### config.mk
export PLATFORM = sky130hd
export DESIGN_NAME = if_id_stage_buf
export DESIGN_NICKNAME = d
export VERILOG_FILES = /design/src/rtl/pipe_pkg.sv /design/src/rtl/pipe_skid_slot.sv /design/src/rtl/if_id_stage_buf.sv
export SDC_FILE = /design/constraint.sdc
export NUM_CORES = 1
export LEC_CHECK = 0
export ABC_CLOCK_PERIOD_IN_PS = 1730
export CAP_MARGIN = 15
export CORE_MARGIN = 10
export CORE_UTILIZATION = 47
export DETAILED_ROUTE_END_ITERATION = 16
export PLACE_DENSITY = 0.77
export SYNTH_ARGS = -nofsm -noshare
export SYNTH_HDL_FRONTEND = slang
export SYNTH_SLANG_ARGS = --single-unit
### constraint.sdc
create_clock -name clk -period 1.73 [get_ports clk]
set_clock_uncertainty 0.05 [all_clocks]
set_input_delay 0.519 -clock clk [delete_from_list [all_inputs] [get_ports clk]]
set_output_delay 0.519 -clock clk [all_outputs]
set_load 0.02 [all_outputs]
### src/rtl/pipe_pkg.sv
// Shared definitions for the IF->ID pipeline stage: state encoding,
// the default bubble instruction and small helpers for field packing.
package pipe_pkg;

    // Stage occupancy states: no entry, main slot held, main+skid held.
    typedef enum logic [1:0] {
        ST_EMPTY = 2'd0,
        ST_FULL  = 2'd1,
        ST_SKID  = 2'd2
    } stage_state_e;

    // Instruction word shown to decode when the stage holds nothing.
    localparam logic [31:0] NOP_IR = 32'h0000_0000;

    // Total width of one packed {pc_plus_4, ir, side} entry.
    function automatic int payload_w(input int pc_w, input int ir_w, input int side_w);
        return pc_w + ir_w + side_w;
    endfunction

    // Number of entries held in a given state.
    function automatic logic [1:0] occ_of(input stage_state_e st);
        logic [1:0] occ;
        case (st)
            ST_EMPTY: occ = 2'd0;
            ST_FULL:  occ = 2'd1;
            ST_SKID:  occ = 2'd2;
            default:  occ = 2'd0;
        endcase
        return occ;
    endfunction

endpackage

### src/rtl/pipe_skid_slot.sv
// Generic valid/data storage slot with load and clear; clear has priority
// so a flush can never be overridden by a simultaneous load.
module pipe_skid_slot #(
    parameter int W = 1
) (
    input  logic         clk,
    input  logic         rst_n,
    input  logic         load_i,
    input  logic         clear_i,
    input  logic [W-1:0] d_i,
    output logic         valid_o,
    output logic [W-1:0] q_o
);

    logic         valid_q;
    logic [W-1:0] data_q;

    // Valid flag: clear wins over load, otherwise hold.
    always_ff @(posedge clk or negedge rst_n) begin
        if (!rst_n) begin
            valid_q <= 1'b0;
        end else if (clear_i) begin
            valid_q <= 1'b0;
        end else if (load_i) begin
            valid_q <= 1'b1;
        end else begin
            valid_q <= valid_q;
        end
    end

    // Payload: captured only on an effective load, untouched otherwise.
    always_ff @(posedge clk or negedge rst_n) begin
        if (!rst_n) begin
            data_q <= {W{1'b0}};
        end else if (load_i && !clear_i) begin
            data_q <= d_i;
        end else begin
            data_q <= data_q;
        end
    end

    assign valid_o = valid_q;
    assign q_o     = data_q;

endmodule

### src/rtl/if_id_stage_buf.sv
// IF->ID pipeline stage with valid/ready handshake, optional 2-entry skid
// buffer (registered in_ready) and synchronous flush that inserts a bubble.
module if_id_stage_buf
    import pipe_pkg::*;
#(
    parameter int              PC_W      = 32,
    parameter int              IR_W      = 32,
    parameter int              SIDE_W    = 1,
    parameter bit              SKID_EN   = 1'b1,
    parameter logic [IR_W-1:0] BUBBLE_IR = IR_W'(NOP_IR)
) (
    input  logic              clk,
    input  logic              reset,
    input  logic              in_valid,
    output logic              in_ready,
    input  logic [PC_W-1:0]   in_pc_plus_4,
    input  logic [IR_W-1:0]   in_ir,
    input  logic [SIDE_W-1:0] in_side,
    input  logic              flush,
    output logic              out_valid,
    input  logic              out_ready,
    output logic [PC_W-1:0]   out_pc_plus_4,
    output logic [IR_W-1:0]   out_ir,
    output logic [SIDE_W-1:0] out_side,
    output logic [1:0]        occupancy
);

    localparam int PAYLOAD_W = payload_w(PC_W, IR_W, SIDE_W);

    stage_state_e         state_q;
    stage_state_e         state_d;
    logic                 in_ready_q;

    logic                 in_xfer_s;
    logic                 out_xfer_s;
    logic                 m_load_s;
    logic                 m_from_s_s;
    logic                 m_clear_s;
    logic                 s_load_s;
    logic                 s_clear_s;
    logic                 m_valid_s;
    logic                 s_valid_s;
    logic [PAYLOAD_W-1:0] in_payload_s;
    logic [PAYLOAD_W-1:0] m_d_s;
    logic [PAYLOAD_W-1:0] m_q_s;
    logic [PAYLOAD_W-1:0] s_q_s;

    assign in_payload_s = {in_pc_plus_4, in_ir, in_side};
    assign m_d_s        = m_from_s_s ? s_q_s : in_payload_s;

    // With the skid slot in_ready comes straight from a flop; without it the
    // single slot can refill in the same cycle decode drains it.
    assign in_ready   = SKID_EN ? in_ready_q : (~m_valid_s | out_ready);
    assign in_xfer_s  = in_valid & in_ready;
    assign out_xfer_s = m_valid_s & out_ready;

    // Next-state and slot control decode; flush dominates every other event.
    always_comb begin
        state_d    = state_q;
        m_load_s   = 1'b0;
        m_from_s_s = 1'b0;
        m_clear_s  = 1'b0;
        s_load_s   = 1'b0;
        s_clear_s  = 1'b0;
        if (flush) begin
            state_d   = ST_EMPTY;
            m_clear_s = 1'b1;
            s_clear_s = 1'b1;
        end else begin
            case (state_q)
                ST_EMPTY: begin
                    if (in_xfer_s) begin
                        state_d  = ST_FULL;
                        m_load_s = 1'b1;
                    end else begin
                        state_d  = ST_EMPTY;
                    end
                end
                ST_FULL: begin
                    if (in_xfer_s && out_xfer_s) begin
                        state_d  = ST_FULL;
                        m_load_s = 1'b1;
                    end else if (in_xfer_s && SKID_EN) begin
                        state_d  = ST_SKID;
                        s_load_s = 1'b1;
                    end else if (out_xfer_s) begin
                        state_d   = ST_EMPTY;
                        m_clear_s = 1'b1;
                    end else begin
                        state_d  = ST_FULL;
                    end
                end
                ST_SKID: begin
                    if (out_xfer_s && s_valid_s) begin
                        state_d    = ST_FULL;
                        m_load_s   = 1'b1;
                        m_from_s_s = 1'b1;
                        s_clear_s  = 1'b1;
                    end else if (out_xfer_s) begin
                        // Skid slot unexpectedly empty: recover to a clean state.
                        state_d   = ST_EMPTY;
                        m_clear_s = 1'b1;
                    end else begin
                        state_d  = ST_SKID;
                    end
                end
                default: begin
                    state_d   = ST_EMPTY;
                    m_clear_s = 1'b1;
                    s_clear_s = 1'b1;
                end
            endcase
        end
    end

    // State register; in_ready is precomputed from the next state so it
    // never depends combinationally on out_ready.
    always_ff @(posedge clk or negedge reset) begin
        if (!reset) begin
            state_q    <= ST_EMPTY;
            in_ready_q <= 1'b0;
        end else begin
            state_q    <= state_d;
            in_ready_q <= (state_d != ST_SKID);
        end
    end

    pipe_skid_slot #(
        .W (PAYLOAD_W)
    ) u_main_slot (
        .clk     (clk),
        .rst_n   (reset),
        .load_i  (m_load_s),
        .clear_i (m_clear_s),
        .d_i     (m_d_s),
        .valid_o (m_valid_s),
        .q_o     (m_q_s)
    );

    if (SKID_EN) begin : g_skid
        pipe_skid_slot #(
            .W (PAYLOAD_W)
        ) u_skid_slot (
            .clk     (clk),
            .rst_n   (reset),
            .load_i  (s_load_s),
            .clear_i (s_clear_s),
            .d_i     (in_payload_s),
            .valid_o (s_valid_s),
            .q_o     (s_q_s)
        );
    end else begin : g_no_skid
        assign s_valid_s = 1'b0;
        assign s_q_s     = {PAYLOAD_W{1'b0}};
    end

    assign out_valid     = m_valid_s;
    assign out_pc_plus_4 = m_q_s[PAYLOAD_W-1 -: PC_W];
    assign out_ir        = m_valid_s ? m_q_s[SIDE_W +: IR_W] : BUBBLE_IR;
    assign out_side      = m_q_s[SIDE_W-1:0];
    assign occupancy     = occ_of(state_q);

endmodule

# After elaboration in Yosys (flattened, before gate mapping)
# Index checks and enable logic that the tools add are counted.
classes:
  reduce_logical: 10
  n_eq_ne: 3
  n_bitwise: 2
  mux: 33
ops:
  columns: ["op", "count"]
  rows:
  - ["2-to-1 mux 65 bit", 1]
  - ["2-to-1 mux 32 bit", 1]
  - ["2-to-1 mux 1 bit", 21]
  - ["2-to-1 mux 2 bit", 5]
  - ["one-hot mux 1 bit (3 select lines)", 2]
  - ["one-hot mux 2 bit (3 select lines)", 1]
  - ["logical AND 1 bit", 4]
  - ["one-hot mux 2 bit (2 select lines)", 1]
  - ["nonzero test 2 bit", 2]
  - ["AND 1 bit", 2]
  - ["equality test 2 x 1 -> 1 bit (second input constant)", 1]
  - ["equality test 2 bit (second input constant)", 1]
  - ["zero test 1 bit", 2]
  - ["zero test 2 bit", 1]
  - ["inequality test 2 bit (second input constant)", 1]
  - ["one-hot mux 1 bit (2 select lines)", 1]
  - ["OR reduction 2 bit", 1]
word_totals:
  ff_bits: 135
  output_inout_bits: 69
  inputBits: 70
  word_cells: 54

# Depth between registers and ports, before layout
logic_depth:
  depth_word: 8
  mapped_depth: 7
  mapped_depth_nobuf: 4

# By module
# A second synthesis with hierarchy kept.
unflattened:
  hier_cells: 418
  hier_area_um2: 6716.4
modules_own_cells:
  columns: ["module", "seq_area_each_um2", "area_per_inst_um2", "n_inst", "cells_each"]
  rows:
  - ["pipe_skid_slot", 1651.6, 2720.1, 2, 141]
  - ["if_id_stage_buf", 75.1, 1276.2, 1, 136]

# Worst setup path before layout
# OpenSTA, ideal clock, no wires.
synth_path:
  kind: "reg-to-reg"
  start: "register u_main_slot.valid_q, in the netlist u_main_slot.valid_o"
  end: "register u_main_slot.data_q[34], in the netlist u_main_slot.q_o[34]"
  t_arrival_ns: 1.777
  path_buffers: 3
  setup_ns: 0.125
  t_required_ns: 1.555
  path_slack_ns: -0.222
  path_stages_with_launch: 8
  period_less_slack_ns: 1.952
  path_cell_list: "dfrtp_1 clkbuf_2 nand2_1 nor2_1 buf_6 buf_8 mux2_4 mux2_4"
synth_between:
  elab_chain_cells: 8
  word_cells_on_any_way: 18
synth_rtl:
  columns: ["item", "line_no", "rtl"]
  rows:
  - ["start, declared", "pipe_skid_slot.sv:15", "logic valid_q;"]
  - ["start signal, assigned", "pipe_skid_slot.sv:27", "valid_q <= valid_q;"]
  - ["AND 1 bit *", "if_id_stage_buf.sv:55", "assign out_xfer_s = m_valid_s & out_ready;"]
  - ["2-to-1 mux 1 bit", "if_id_stage_buf.sv:86, if_id_stage_buf.sv:99", null]
  - ["2-to-1 mux 1 bit", "if_id_stage_buf.sv:83", "end else if (in_xfer_s && SKID_EN) begin"]
  - ["2-to-1 mux 1 bit", "if_id_stage_buf.sv:80", "if (in_xfer_s && out_xfer_s) begin"]
  - ["one-hot mux 1 bit (3 select lines)", "if_id_stage_buf.sv:70", "case (state_q)"]
  - ["2-to-1 mux 1 bit", "if_id_stage_buf.sv:65", "if (flush) begin"]
  - ["zero test 1 bit", "pipe_skid_slot.sv:35", "end else if (load_i && !clear_i) begin"]
  - ["logical AND 1 bit", "pipe_skid_slot.sv:35", null]
  - ["end signal, assigned", "pipe_skid_slot.sv:34", "data_q <= {W{1'b0}};"]
  - ["end signal, assigned", "pipe_skid_slot.sv:36", "data_q <= d_i;"]
  - ["end signal, assigned", "pipe_skid_slot.sv:38", "data_q <= data_q;"]
  - ["end, declared", "pipe_skid_slot.sv:16", "logic [W-1:0] data_q;"]
# Every way passes the cells marked *; elsewhere a longest branch is shown, timed or not.
# A chain may end at the register's enable or synchronous reset.

# Worst setup path in the final report
layout_path:
  start: "register u_main_slot.valid_q, in the netlist u_main_slot.valid_o"
  end: "output port out_ir[28]"
layout_between:
  elab_chain_cells: 1
layout_rtl:
  columns: ["item", "line_no", "rtl"]
  rows:
  - ["2-to-1 mux 32 bit", "if_id_stage_buf.sv:159", "assign out_ir = m_valid_s ? m_q_s[SIDE_W +: IR_W] : BUBBLE_IR;"]
  - ["end, declared", "if_id_stage_buf.sv:23", "output logic [IR_W-1:0] out_ir,"]
# No other way between the ends.

==> impl_metrics.csv <==
group,metric,value,unit
global_route,first_global_vias,4643,
timing,drv_slew,0,
timing,finalCriticalPeriod,1.94,ns
timing,rsz0062_at_grt,"yes",
run,drv_cap,0,
detailed_routing,drc,0,
synth,synth_cells,451,
critical_path,path_buf_inv,2,
pwr,vdd_drop_max,838,uV
die,die_x,141,microns
detailed_routing,drtIter0Drc,133,
timing,setup_viol,153,
synth,avgSynthCellArea,15.2,sq um
synth,yosysSeqAreaShare,49.1,%
critical_path,required,1.16,ns
finish,fin_nets,670,
global_route,antenna_found_initial,1,
synth,ys.flop_type,"dfrtp_1",
synth,ys_ff_latch,135,
synth,synth-edff-count,0,
clock_tree,max-clock-path-buffers,2,
clock_tree,clock_sinks,135,
critical_path,cp.arrival,1.37,ns
die,coreArea,14400,sq um
clock_tree,cts.htree.levels,4,
timing,hold_viol_final,0,
die,dieArea,19900,sq um
global_route,grt_max_degree,43,
detailed_routing,firstDrtPassIters,4,
die,start_util,47.7,%
clock_tree,cts_tree,"done",
synth,yosysWarningCount,0,
finish,diodes,0,
synth,synth_nets,521,
detailed_routing,wl_per_cell,20.9,microns
detailed_routing,via_per_inst,5.09,
clock_tree,path_clk_slew,0.06,ns
synth,yosys.area.top_type,"dfrtp_1",
synth,netlist_area,6880,sq um
clock_tree,numCtsBuffers,17,
critical_path,critPathMaxFanout,22,
outcome,status,"complete, but fails checks",
critical_path,path_delay_family,"flip-flops",
detailed_routing,wirelength,16.6,mm
placement,gp_congestion,0.819,
critical_path,crit_chain,"buf_12, and2_1, buf_4",
outcome,violations,"negative setup slack",
synth,synth_top_area_share,49.1,%
synth,ys_async_sr_fraction,100,%
global_route,globalRoute.totalOverflow,0,
finish,drive_gt1_share,56.1,%
critical_path,cp-start-kind,"flop",
placement,io_buffers,138,
clock_tree,cts_root_buffer,"clkbuf_16",
die,die_h,141,microns
timing,tightest_slew,0.399,ns
finish,final_area,9590,sq um
pwr,p_leak,4.38,nW
worst_hold_path,hold_class,"reg2reg",
die,num_rows,44,
finish,fin_util,66.5,%
detailed_routing,via_count,4053,
timing,period_share,112,%
timing,tns,-16.24,ns
timing,worst_slack,-0.208,ns
die,ios,139,
critical_path,crit_slowest_cell,"dfrtp_2",
timing,whs,0.455,ns
pwr,power_density,1280,nW/um^2
synth,synth.area.top_cells,"dfrtp_1 49%, mux2_4 22%, mux2_2 16%",
timing,fmax,516,MHz
global_route,track_usage,16.3,%
critical_path,critPathCaptureType,"output port",
critical_path,worstSetupPathType,"reg2out",
placement,post-place-ws,-0.722,ns
finish,area.growth.synth_to_final,39.5,%
detailed_routing,ant_nets,0,
clock_tree,worst_skew_pair.late_latency,0.42,ns
placement,dpl-instance-area,8260,sq um
placement,dpl.hpwl,9.86,mm
global_route,grt_pass1_wl,25.7,mm
synth,ys_types,27,
timing,relSlewSlack,73.4,%
critical_path,max_stage_delay,0.46,ns
==> state kept, by name, indices dropped and copies added, names as in the netlist <==
signal,cells
u_main_slot.q_o,65
in_ready,1
g_skid.u_skid_slot.q_o,65
g_skid.u_skid_slot.valid_o,1
state_q,2
u_main_slot.valid_o,1
==> cell usage in the layout, fill, tap and decap left out, types with 2 or more instances in the layout <==
cell,Yosys,routed
clkdlybuf4s15_1,0,17
a21oi_1,3,2
mux2_2,95,65
clkinv_2,0,4
bufinv_16,0,4
o21ai_0,4,4
and2_4,0,17
mux2_4,100,130
nor2_1,3,2
clkbuf_8,0,2
buf_6,8,33
buf_16,0,6
clkinv_4,0,2
dfrtp_2,0,3
nand2_1,6,3
buf_2,3,10
nor2b_4,1,2
buf_4,33,16
dlygate4sd2_1,0,19
clkdlybuf4s50_1,0,65
buf_12,4,15
dfrtp_1,135,132
nor2b_1,3,2
clkbuf_16,0,23
and2_1,33,16
==> routing by layer <==
| layer | global-route usage [%] | part of all wire (%) | vias up |
|---|---|---|---|
| met2 | 26.4 | 49 | 102 |
| met1 | 20.0 | 44 | 2095 |
| met3 | 5.88 | 5.5 | 14 |
| li1 | - | - | 1840 |
| met5 | 0 | 0.078 | - |
| met4 | 4.51 | 0.99 | 2 |
==> final timing paths <==
check	start	to	slack [ns]	cells after the start
worst max-delay path	u_main_slot.valid_o	out_ir[28]	-0.21	3
worst min register to register	g_skid.u_skid_slot.q_o[2]	g_skid.u_skid_slot.q_o[2]	0.45	1
min in group asynchronous	reset	g_skid.u_skid_slot.q_o[23]	0.52	2
worst min-delay path	g_skid.u_skid_slot.q_o[2]	g_skid.u_skid_slot.q_o[2]	0.45	1
worst max register to register	state_q[0]	u_main_slot.q_o[63]	-0.20	8
max in group asynchronous	reset	u_main_slot.q_o[50]	0.54	3
==> cell type report <==
type	instances	area, sq um
tap	184	230
multi-input combinational	257	3190
timing repair buffer	188	2150
fill	1032	4830
inverter	1	3.75
sequential	135	3380
clock inverter	12	174
clock buffer	20	457
==> synthesized netlist by cell type, types with 3 or more instances <==
library cell and n:
nor2b_1 3, a21oi_1 3, buf_8 6, buf_4 33, nor2_1 3, nand2_1 6
buf_6 8, mux2_4 100, buf_12 4, buf_2 3, clkbuf_1 3, o21ai_0 4
mux2_2 95, and2_1 33, dfrtp_1 135
==> cells by family after synthesis <==
family	count (synthesis)	share of synthesized area (%)
compound gates	11	1.04
buf+inv	59	7.90
flops	135	49.1
mux	195	37.4
simple gates	51	4.53
==> power by group <==
group          total (mW)  internal (mW)  switching (mW)
clock network        3.86           2.49            1.37
logic                3.46           2.12            1.34
registers            4.94           4.30           0.633
total                12.3           8.91            3.35
==> timing repair <==
item | 4_1_cts | 5_1_grt
hold buffers | 1 | 0
endpoints found under the setup margin | 198 | 177
cloned | 8 | 7
buffers inserted | 13 | 4
endpoints found under the hold margin | 35 | 0
resized for setup | 277 | 53
pin swaps | 2 | 3
==> stage by stage <==
stage                     power (mW)  instances
final                           12.3        797
after global routing            12.8        797
after CTS                       12.2        792
after detailed placement        8.25        738
after global placement          8.07        738
after floorplan                 7.19        451
Note: power is estimated with default switching activity, not from simulation.
